`src/rtl/encaps_pkg.sv`:
```
// Shared constants, FSM state encoding and the output strobe bundle for the
// NTRU-HRSS encapsulation sequencer.
package encaps_pkg;

  localparam int N_COEF      = 701;
  localparam int BLOCK_BYTES = 136;
  localparam int PACK_BYTES  = 280;
  localparam int N_BLOCKS    = (PACK_BYTES + BLOCK_BYTES - 1) / BLOCK_BYTES;
  localparam int LAST_BYTES  = PACK_BYTES - (N_BLOCKS - 1) * BLOCK_BYTES;

  // One width covers both the sampling-step count and the per-block byte count.
  localparam int CNT_W = $clog2(N_COEF + 1);

  localparam logic [CNT_W-1:0] N_COEF_L = CNT_W'(N_COEF);
  localparam logic [CNT_W-1:0] BLOCK_L  = CNT_W'(BLOCK_BYTES);
  localparam logic [CNT_W-1:0] LAST_L   = CNT_W'(LAST_BYTES);
  localparam logic [1:0]       P3_LAST  = 2'(N_BLOCKS - 1);

  typedef enum logic [2:0] {
    ST_RST,
    ST_UNPACK,
    ST_SAMPLE,
    ST_PACK,
    ST_ABSORB,
    ST_PERMUTE,
    ST_SQUEEZE,
    ST_DONE
  } state_t;

  // Every single-bit control output, registered together.
  typedef struct packed {
    logic ovr_rst2;
    logic halt_n;
    logic sipo_u_clk;
    logic sipo_t1_clk;
    logic sipo_t2_clk;
    logic sipo_p_clk;
    logic sipo_p_stop;
    logic p3_rst;
    logic hash_rst1;
    logic hash_rst2;
    logic hash_sp;
    logic hash_ans;
    logic hash_keccak;
    logic hash_clk;
    logic enc_rst;
    logic lift_en;
  } ctl_t;

endpackage

```
`src/rtl/encaps_step_counter.sv`:
```
// Loadable down-counter. 'last' flags that the current decrement is the final
// one of the loaded run, so the FSM can leave a phase on the same edge.
module encaps_step_counter #(
  parameter int W = 10
) (
  input  logic         clk,
  input  logic         rst,
  input  logic         load,
  input  logic [W-1:0] load_val,
  input  logic         dec,
  output logic         last
);

  logic [W-1:0] cnt;

  // Load has priority over decrement; stalls at zero rather than wrapping.
  always_ff @(posedge clk) begin
    if (rst)                     cnt <= '0;
    else if (load)               cnt <= load_val;
    else if (dec && cnt != '0)   cnt <= cnt - 1'b1;
  end

  assign last = (cnt == {{(W-1){1'b0}}, 1'b1});

endmodule

```
`src/rtl/encaps_control_unit.sv`:
```
// Encapsulation sequencer: unpack h, sample r/m, pack r||m into SHA3 rate
// blocks, absorb/permute each block, squeeze, then release the key register.
// Each registered output cycle reflects the action taken by the state that was
// current at the preceding clock edge.
module encaps_control_unit
  import encaps_pkg::*;
(
  input  logic       clk,
  input  logic       ovr_rst1,
  input  logic       up_rq0_done,
  input  logic       hash_fin,
  output logic       ovr_rst2,
  output logic       halt_n,
  output logic       sipo_u_clk,
  output logic       sipo_t1_clk,
  output logic       sipo_t2_clk,
  output logic       sipo_p_clk,
  output logic       sipo_p_stop,
  output logic       p3_rst,
  output logic [1:0] p3_count,
  output logic       hash_rst1,
  output logic       hash_rst2,
  output logic       hash_sp,
  output logic       hash_ans,
  output logic       hash_keccak,
  output logic       hash_clk,
  output logic       enc_rst,
  output logic       lift_en
);

  state_t           state;
  ctl_t             ctl;
  logic             ph;      // SAMPLE: 0 = phase A (t1), 1 = phase B (t2)
  logic             first;   // first cycle of PACK (block reset) or PERMUTE (start)
  logic             samp_last, byte_last;
  logic             samp_load, samp_dec, byte_load, byte_dec;
  logic [CNT_W-1:0] byte_init;

  // Counter control decoded from the current state; counters share the FSM reset.
  assign samp_load = (state == ST_UNPACK) && up_rq0_done;
  assign samp_dec  = (state == ST_SAMPLE) && ph;
  assign byte_load = (state == ST_PACK) && first;
  assign byte_dec  = (state == ST_PACK) && !first;
  assign byte_init = (p3_count == P3_LAST) ? LAST_L : BLOCK_L;

  encaps_step_counter #(.W(CNT_W)) u_samp_cnt (
    .clk      (clk),
    .rst      (ovr_rst1),
    .load     (samp_load),
    .load_val (N_COEF_L),
    .dec      (samp_dec),
    .last     (samp_last)
  );

  encaps_step_counter #(.W(CNT_W)) u_byte_cnt (
    .clk      (clk),
    .rst      (ovr_rst1),
    .load     (byte_load),
    .load_val (byte_init),
    .dec      (byte_dec),
    .last     (byte_last)
  );

  // Sequencer: next state, block index and the registered strobe bundle.
  always_ff @(posedge clk) begin
    if (ovr_rst1) begin
      state        <= ST_RST;
      ph           <= 1'b0;
      first        <= 1'b0;
      p3_count     <= '0;
      ctl          <= '0;
      ctl.halt_n   <= 1'b1;
      ctl.ovr_rst2 <= 1'b1;
    end else begin
      ctl        <= '0;
      ctl.halt_n <= 1'b1;
      case (state)
        ST_RST: begin
          ctl.ovr_rst2  <= 1'b1;
          ctl.hash_rst1 <= 1'b1;
          ctl.enc_rst   <= 1'b1;
          state         <= ST_UNPACK;
        end
        ST_UNPACK: begin
          if (up_rq0_done) begin
            state <= ST_SAMPLE;
            ph    <= 1'b0;
          end else begin
            ctl.sipo_u_clk <= 1'b1;
            ctl.enc_rst    <= 1'b1;
          end
        end
        ST_SAMPLE: begin
          ctl.lift_en <= 1'b1;
          if (!ph) begin
            ctl.sipo_t1_clk <= 1'b1;
            ph              <= 1'b1;
          end else begin
            ctl.sipo_t2_clk <= 1'b1;
            ph              <= 1'b0;
            if (samp_last) begin
              state <= ST_PACK;
              first <= 1'b1;
            end
          end
        end
        ST_PACK: begin
          if (first) begin
            ctl.p3_rst <= 1'b1;
            first      <= 1'b0;
          end else begin
            ctl.sipo_p_clk <= 1'b1;
            if (byte_last) begin
              ctl.sipo_p_stop <= 1'b1;
              state           <= ST_ABSORB;
            end
          end
        end
        ST_ABSORB: begin
          ctl.hash_sp   <= 1'b1;
          ctl.hash_rst2 <= 1'b1;
          state         <= ST_PERMUTE;
          first         <= 1'b1;
        end
        ST_PERMUTE: begin
          if (first) begin
            ctl.hash_keccak <= 1'b1;
            first           <= 1'b0;
          end else if (hash_fin) begin
            if (p3_count == P3_LAST) begin
              state <= ST_SQUEEZE;
            end else begin
              p3_count <= p3_count + 2'd1;
              state    <= ST_PACK;
              first    <= 1'b1;
            end
          end else begin
            ctl.hash_clk <= 1'b1;
          end
        end
        ST_SQUEEZE: begin
          ctl.hash_ans <= 1'b1;
          state        <= ST_DONE;
        end
        ST_DONE: begin
          ctl.halt_n <= 1'b0;
        end
        default: begin
          state <= ST_RST;
        end
      endcase
    end
  end

  assign ovr_rst2    = ctl.ovr_rst2;
  assign halt_n      = ctl.halt_n;
  assign sipo_u_clk  = ctl.sipo_u_clk;
  assign sipo_t1_clk = ctl.sipo_t1_clk;
  assign sipo_t2_clk = ctl.sipo_t2_clk;
  assign sipo_p_clk  = ctl.sipo_p_clk;
  assign sipo_p_stop = ctl.sipo_p_stop;
  assign p3_rst      = ctl.p3_rst;
  assign hash_rst1   = ctl.hash_rst1;
  assign hash_rst2   = ctl.hash_rst2;
  assign hash_sp     = ctl.hash_sp;
  assign hash_ans    = ctl.hash_ans;
  assign hash_keccak = ctl.hash_keccak;
  assign hash_clk    = ctl.hash_clk;
  assign enc_rst     = ctl.enc_rst;
  assign lift_en     = ctl.lift_en;

endmodule

```
`config.mk`:
```
export PLATFORM = sky130hd
export DESIGN_NAME = encaps_control_unit
export DESIGN_NICKNAME = d
export VERILOG_FILES = /design/src/rtl/encaps_pkg.sv /design/src/rtl/encaps_step_counter.sv /design/src/rtl/encaps_control_unit.sv
export SDC_FILE = /design/constraint.sdc
export NUM_CORES = 1
export LEC_CHECK = 0
export ABC_AREA = 1
export BUFFER_PORTS_ARGS = -buffer_cell sky130_fd_sc_hd__buf_2
export CAP_MARGIN = 25
export CORE_UTILIZATION = 52
export DETAILED_ROUTE_END_ITERATION = 10
export PLACE_DENSITY_LB_ADDON = 0.25
export SLEW_MARGIN = 0
export SYNTH_ARGS = -nofsm -noshare
export SYNTH_HDL_FRONTEND = slang
export SYNTH_SLANG_ARGS = --single-unit
```
`constraint.sdc`:
```
create_clock -name clk -period 1.5 [get_ports clk]
set_clock_uncertainty 0.05 [all_clocks]
set_input_delay 0.225 -clock clk [delete_from_list [all_inputs] [get_ports clk]]
set_output_delay 0.225 -clock clk [all_outputs]
set_load 0.05 [all_outputs]
```
==> impl_metrics.toml, run 1 <==
[power]
powerDensity_nw_per_um2 = 1810
ir_drop_mv = 1.10
leakage_uw = 0.00153
power_uw = 5440

[logic_synthesis]
synthesis.nets = 322
synth_edf_count = 0
synth_cells = 309
ys_seq_area_share_pct = 38.9
syn_area_um2 = 2160
synth_top_family_by_area = "simple AND/OR/NAND/NOR gates"
synth_xor_area_share_pct = 4.05
ys_ff_latch = 42
yosys.area_share.simple_pct = 34.3
ys.flop_type = "dfxtp_1"
yosys_warnings = 0
ys_types = 28
synth_compound_area_share_pct = 8.97
ys_async_sr_fraction_pct = 0
syn_avg_cell_area_um2 = 7.00
synth_fa_ha_area_share_pct = 5.21
muxShareOfSynthArea_pct = 0

[floorplanning]
dieWidth_um = 66.5
core.rowCount = 23
start_util_pct = 54.1
coreArea_um2 = 4000
fp.dieH_um = 66.5
ioPinCount = 22
die-area_um2 = 4420

[drt]
wire_per_inst_um = 13.1
vias_per_cell = 5.06
drt-initial-drc-count = 95
routed_wirelength_um = 5650
ant_nets = 0
route.detailed.drc = 0
firstDrtPassIters = 5
vias = 2176

[timing]
timing.final.ws_setup_ps = -29.2
rsz0062_at_grt = "yes"
min_period_over_period_pct = 102
worstMarginPinSlew_ps = 535
slew_headroom_pct = 64.3
whs_ps = 93.0
fmax_mhz = 654
setup_violations = 6
finalHoldViolations = 0
min_period_ps = 1530
fin_tns_setup_ps = -80.6
slew_violations = 0

[clock_tree]
cts_hold_buf = 0
clkLatencyLatePin_ps = 310
cts_buffers = 5
cts_sinks = 42
clk_pin_slew_ps = 90
cts_tree = "built"
cts_max_level = 2
cts_buffer_depth = 2
cts_root_buf = "clkbuf_8"

[global_routing]
grt_max_degree = 17
antenna_found_initial = 0
grt_overflow_total = 0
grt_pass1_vias = 1980
grt_pass1_wl_um = 8740
grt_usage_pct = 26.2

[critical_path]
critPathKind = "reg -> reg"
arrival_ps = 1730
cp_data_required_time_ps = 1700
startpoint_type = "register"
path_max_fanout = 6
r2r_slack_ps = -30
end_kind = "register"

[min_path]
min_path_type = "in -> reg"

[finish]
fillers = 290
drive_gt1_share_pct = 38.9
syn_to_final_growth_pct = 38.9
nets = 392
post-route-util_pct = 75.1
antenna_cells = 0

[place]
port-buffer-count = 21
gp_congestion = 0.910
dpl.hpwl_um = 3540
dpl_worst_slack_ps = -130

[status]
status = "finished, violations left"
violations = "negative setup slack"

[job]
maxCapViolCount = 0
-- synth_stat cells (2+ instances only) --
library cell	n	area [µm²]
xor2_1	8	70.1
buf_2	2	10.0
nand4_1	2	12.5
inv_1	35	131
nor2_2	6	37.5
dfxtp_1	42	841
nand2_4	2	22.5
inv_2	3	11.3
o21ai_0	12	60.1
o21ai_1	2	10.0
nand3_2	2	20.0
nor3_1	7	35.0
nand3_1	28	140
clkbuf_1	4	15.0
ha_1	9	113
a21oi_1	17	85.1
nor2_1	50	188
xnor2_1	2	17.5
nand2_2	6	37.5
a31oi_1	2	12.5
nand2_1	61	229
-- power by group --
| part | internal (µW) | switching [µW] | total, µW |
|---|---|---|---|
| registers | 1330 | 215 | 1540 |
| logic | 1230 | 1750 | 2980 |
| clock network | 495 | 431 | 926 |
-- final timing paths --
check                          from                 to  cells past startpoint
hold reg to reg   u_byte_cnt.cnt[7]  u_byte_cnt.cnt[7]                      2
setup / recovery           state[0]           state[0]                     11
setup reg to reg           state[0]           state[0]                     11
hold / removal             ovr_rst1          hash_rst2                      2
-- metal layers --
layer | GRT usage (%) | share of wire [%] | up-vias
met2 | 46.8 | 51 | 48
li1 | - | - | 1117
met5 | 0 | 0 | -
met1 | 29.8 | 43 | 996
met3 | 5.65 | 3.2 | 15
met4 | 11.2 | 2.1 | 0
-- registers in the layout, indices dropped and copies added (netlist names), 2 cells and up --
| name | flops |
|---|---|
| p3_count | 2 |
| state | 3 |
| u_byte_cnt.cnt | 10 |
| u_samp_cnt.cnt | 10 |
-- cell families (layout without fill, tap and decap cells) --
group,after synthesis,count (layout)
simple gates,166,166
buf+inv,46,117
flops,42,42
compound gates,36,36
xor+xnor,10,10
fa+ha+maj,9,9
-- critical path, stage by stage (launching register included) --
cell	delay, ps
dfxtp_4	370
buf_6	120
ha_4	180
nand2_4	90
nand2_2	70
nand2_2	70
nand2_2	70
nor2_2	90
nand3_2	110
nand2_1	90
nand2_1	50
nor2_1	110
-- layout make-up --
type                            instances  area, µm²  area share [%]
Inverter                               38        153            5.08
Multi-Input combinational cell        221       1320            43.8
Clock buffer                            5       68.8            2.29
Timing Repair Buffer                   71        507            16.9
Tap cell                               50       62.6            2.08
Sequential cell                        42        851            28.3
Clock inverter                          3       45.0            1.50
-- repair_timing --
item,in CTS,in global routing
pin swaps,8,13
gates resized for setup,36,39
endpoints found under the setup margin,16,27
setup buffers,7,5
-- through the flow --
stage	cell area (µm²)	instances
2_1_floorplan	2170	309
3_3_place_gp	2570	410
3_5_place_dp	2570	410
4_1_cts	2840	425
5_1_grt	3000	430
6_report	3000	430
-- layout by cell type (no fill, tap or decap), types with 8 or more instances in the layout --
| master | instances |
|---|---|
| nand2_1 | 49 |
| nor2_1 | 45 |
| buf_4 | 43 |
| dfxtp_1 | 36 |
| inv_1 | 26 |
| nand3_1 | 22 |
| buf_2 | 21 |
| a21oi_1 | 15 |
| nand2_2 | 13 |
| o21ai_0 | 9 |
| inv_2 | 8 |
| nor2_2 | 8 |
| xor2_1 | 8 |
| nand3_2 | 8 |
Note: power is estimated with default switching activity, not from simulation.
==> inputs of run 2 (changes only) <==
--- a/config.mk
+++ b/config.mk
@@ -7,7 +7,7 @@
 export LEC_CHECK = 0
 export ABC_AREA = 1
 export BUFFER_PORTS_ARGS = -buffer_cell sky130_fd_sc_hd__buf_2
-export CAP_MARGIN = 25
+export CORE_ASPECT_RATIO = 1.5
 export CORE_UTILIZATION = 52
 export DETAILED_ROUTE_END_ITERATION = 10
 export PLACE_DENSITY_LB_ADDON = 0.25
==> impl_metrics.toml, run 2 (same netlist as run 1, synthesis figures left out) <==
[status]
status = "finished, violations left"
violations = "negative setup slack"

[drt]
vias = 2196
drt-initial-drc-count = 50
firstDrtPassIters = 4
wire_per_inst_um = 13.3
ant_nets = 0
routed_wirelength_um = 5670
route.detailed.drc = 0
vias_per_cell = 5.17

[critical_path]
path_max_fanout = 4
startpoint = "state[1]"
r2r-start = "state[1]"
critPathCapture = "state[0]"
r2r_slack_ps = -20
end_kind = "register"
r2r_end = "state[0]"
r2r_cells = 11
startpoint_type = "register"
critPathKind = "reg -> reg"
cp_data_required_time_ps = 1650
arrival_ps = 1670

[timing]
fmax_mhz = 657
whs_ps = 160
min_period_over_period_pct = 101
slew_violations = 0
slew_headroom_pct = 64.2
setup_violations = 3
rsz0062_at_grt = "yes"
worstMarginPinSlew_ps = 536
min_period_ps = 1520
finalHoldViolations = 0
timing.final.ws_setup_ps = -22.4

[clock_tree]
cts_tree = "built"
cts_sinks = 42
clk_pin_slew_ps = 80
cts_root_buf = "clkbuf_8"
cts_max_level = 2
clkLatencyLatePin_ps = 300
cts_buffer_depth = 2
cts_buffers = 5

[floorplanning]
dieWidth_um = 54.7
die-area_um2 = 4430
coreArea_um2 = 3960
ioPinCount = 22
core.rowCount = 28
fp.dieH_um = 81.0
start_util_pct = 54.6

[global_routing]
grt_pass1_vias = 1999
grt_usage_pct = 26.1
grt_overflow_total = 0
grt_max_degree = 19
antenna_found_initial = 0
grt_pass1_wl_um = 8340

[finish]
antenna_cells = 0
syn_to_final_growth_pct = 38.7
drive_gt1_share_pct = 38.4
reg_top3 = "u_byte_cnt.cnt: 10 flops, u_samp_cnt.cnt: 10 flops, state: 3 flops"
nets = 392
layout_commonest_cell = "nand2_1"
stdcell_count = 425
final_cell_mix = "51 x nand2_1, 45 x buf_4, 43 x nor2_1, 38 x dfxtp_1, 27 x inv_1"

[power]
ir_drop_mv = 1.32
leakage_uw = 0.00153
power_uw = 5440
powerDensity_nw_per_um2 = 1810

[place]
gp_congestion = 0.825
dpl.hpwl_um = 3890
placed_cells = 408
port-buffer-count = 21

[job]
maxCapViolCount = 0

[min_path]
min_path_type = "in -> reg"
==> run 2: power breakdown <==
| group | total (µW) | leakage, µW | switching [µW] | internal, µW |
|---|---|---|---|---|
| registers | 1500 | 0.000343 | 174 | 1320 |
| logic | 3030 | 0.00114 | 1760 | 1270 |
| clock network | 906 | 0.0000514 | 409 | 497 |
| total | 5440 | 0.00153 | 2350 | 3090 |
==> run 2: critical path, cell delays in order, from the launching register on <==
cell and delay [ps]:
dfxtp_4 390, inv_4 50, buf_4 140, ha_4 160
nand2_2 90, nand3_1 100, nor2_2 130, nor2_2 50
nand3_2 100, nand2_1 60, nand2_1 50, nor2_1 50
==> run 2: per-layer routing <==
metal,track usage [%],vias up,wire (µm)
li1,-,1117,-
met1,25.8,1035,2250
met2,49.0,35,3170
met3,5.62,9,142
met4,11.0,0,108
met5,0,-,0
==> run 2: what timing repair did <==
| item | 4_1_cts | 5_1_grt |
|---|---|---|
| pin swaps | 5 | 18 |
| gates cloned | 0 | 0 |
| buffers inserted | 2 | 7 |
| hold buffers | 0 | 0 |
| gates resized for setup | 27 | 43 |
| setup endpoints to repair | 22 | 24 |
==> run 2: worst min path at each step <==
| stage | slack, ps | endpoint | from | depth (start not counted) |
|---|---|---|---|---|
| 2_1_floorplan | 350 | hash_clk | hash_fin | 3 |
| 3_3_place_gp | 440 | u_byte_cnt.cnt[7] | u_byte_cnt.cnt[7] | 2 |
| 3_5_place_dp | 440 | p3_count[0] | p3_count[0] | 2 |
| 4_1_cts | 160 | u_samp_cnt.cnt[4] | ovr_rst1 | 2 |
| 5_1_grt | 170 | hash_clk | ovr_rst1 | 2 |
| 6_report | 160 | u_samp_cnt.cnt[4] | ovr_rst1 | 2 |
==> run 2: metrics by stage <==
step                      setup slack (ps)  setup TNS (ps)  area, µm²  util [%]
after floorplan                       7.22               0       2170         -
after global placement                -129            -512       2590      65.5
after detailed placement              -147           -1510       2590      65.5
after CTS                            0.461               0       2810      71.0
after global routing                  -112            -675       3000      75.7
final                                -22.4           -33.3       3000      75.7
==> run 2: cell type report <==
type / instances / area (µm²)
inverters: 38 / 150
well taps: 45 / 56.3
clock inverters: 2 / 37.5
repair buffers: 71 / 499
multi-input cells: 221 / 1330
flip-flops and latches: 42 / 848
fillers: 298 / 961
clock buffers: 6 / 72.6
==> inputs of run 3 (changes only) <==
--- a/config.mk
+++ b/config.mk
@@ -8,7 +8,8 @@
 export ABC_AREA = 1
 export BUFFER_PORTS_ARGS = -buffer_cell sky130_fd_sc_hd__buf_2
 export CORE_ASPECT_RATIO = 1.5
-export CORE_UTILIZATION = 52
+export CORE_UTILIZATION = 56
+export CTS_BUF_LIST = sky130_fd_sc_hd__clkbuf_2 sky130_fd_sc_hd__clkbuf_4 sky130_fd_sc_hd__clkbuf_8
 export DETAILED_ROUTE_END_ITERATION = 10
 export PLACE_DENSITY_LB_ADDON = 0.25
 export SLEW_MARGIN = 0
==> constraint.sdc (replaced) <==
create_clock -name clk -period 1.7 [get_ports clk]
set_clock_uncertainty 0.05 [all_clocks]
set_input_delay 0.255 -clock clk [delete_from_list [all_inputs] [get_ports clk]]
set_output_delay 0.255 -clock clk [all_outputs]
set_load 0.05 [all_outputs]
==> impl_metrics.toml, run 3 (same netlist as run 1, synthesis figures left out) <==
[drt]
drt-initial-drc-count = 58
vias_per_cell = 5.23
vias = 2019
routed_wirelength_um = 4890
ant_nets = 0
route.detailed.drc = 0
firstDrtPassIters = 4
wire_per_inst_um = 12.7

[place]
placed_area_um2 = 2390
port-buffer-count = 21
placed_cells = 378
gp_congestion = 0.826
dpl.hpwl_um = 3660

[power]
ir_drop_mv = 0.970
leakage_uw = 0.00129
power_uw = 4220
powerDensity_nw_per_um2 = 1650

[critical_path]
startpoint_type = "register"
path_buf_inv = 2
crit_path_top_delay_cell = "dfxtp_1"
arrival_ps = 1730
critPathKind = "reg -> reg"
slowest_delay_ps = 330
end_kind = "register"
crit_chain = "inv_1, ha_1, nand2_2, nor2_2, nand2_1, nand2_4, inv_2, o21ai_0, nor2_1"
cp_data_required_time_ps = 1840
path_max_fanout = 9
critPathTopFamily = "simple AND/OR/NAND/NOR gates"

[timing]
rsz0062_at_grt = "no"
min_period_over_period_pct = 93.1
min_period_ps = 1580
slew_violations = 0
setup_violations = 0
whs_ps = 185
finalHoldViolations = 0
worstMarginPinSlew_ps = 513
slew_headroom_pct = 65.8
fmax_mhz = 632

[clock_tree]
cts_max_level = 2
cts_root_buf = "clkbuf_8"
cts_tree = "built"
cts_buffers = 5
ctsResizeCount = 1
cts_setup_buffers = 0
clk_pin_slew_ps = 80
clkLatencyLatePin_ps = 300
cts_sinks = 42
cts_buffer_depth = 2
cts_hold_buf = 0

[floorplanning]
start_util_pct = 58.7
ioPinCount = 22
core.rowCount = 27
fp.dieH_um = 78.1
coreArea_um2 = 3680
dieWidth_um = 52.7
die-area_um2 = 4120

[finish]
reg_top3 = "u_byte_cnt.cnt: 10 flops, u_samp_cnt.cnt: 10 flops, state: 3 flops"
drive_gt1_share_pct = 22.2
layout_commonest_cell = "nand2_1"
stdcell_count = 386
post-route-util_pct = 69.3
final_area_um2 = 2550
antenna_cells = 0
nets = 355
final_cell_mix = "57 x nand2_1, 48 x nor2_1, 40 x dfxtp_1, 33 x inv_1, 28 x nand3_1"
syn_to_final_growth_pct = 18.0

[global_routing]
grt_usage_pct = 25.9
grt_pass1_vias = 1892
grt_pass1_wl_um = 7820
antenna_found_initial = 0
grt_overflow_total = 0
grt_max_degree = 19

[min_path]
min_path_type = "in -> reg"

[job]
maxCapViolCount = 0

[status]
status = "complete, no violations"
run 3: cell types whose count changed in the layout (fill, tap and decap cells not counted), sizes merged:
cell / change
buf: -37
run 3: per-stage QoR:
step	setup WS (ps)	TNS, ps
floorplan	84.5	0
global placement	13.5	0
detailed placement	-8.31	-8.31
CTS	7.52	0
global route	4.44	0
finish	117	0
run 3: worst paths after layout:
check	start	to	slack [ps]	depth (start not counted)
worst max-delay path	u_byte_cnt.cnt[0]	u_byte_cnt.cnt[0]	120	9
worst min-delay path	ovr_rst1	hash_rst2	180	2
worst max register to register	u_byte_cnt.cnt[0]	u_byte_cnt.cnt[0]	120	9
worst min register to register	u_byte_cnt.cnt[7]	u_byte_cnt.cnt[7]	460	2
run 3: final cells by class:
cell class,count,area [µm²]
sequential,42,843
clock inverter,2,37.5
multi-input combinational,221,1180
fill,330,1130
inverter,38,143
tap,43,53.8
timing repair buffer,34,215
clock buffer,6,76.3
run 3: metal layers:
layer | up-vias | track usage, % | wire length (µm)
met3 | 11 | 5.23 | 119
met4 | 0 | 11.3 | 110
li1 | 1039 | - | -
met1 | 935 | 24.1 | 1880
met2 | 34 | 50.4 | 2780
met5 | - | 0 | 0
run 3: report_power, final:
| group | internal (µW) | switching (µW) | total [µW] | leakage [µW] |
|---|---|---|---|---|
| Combinational | 763 | 1330 | 2090 | 0.000893 |
| Clock | 454 | 345 | 799 | 0.0000548 |
| Sequential | 1160 | 159 | 1320 | 0.000342 |
| Total | 2380 | 1840 | 4220 | 0.00129 |
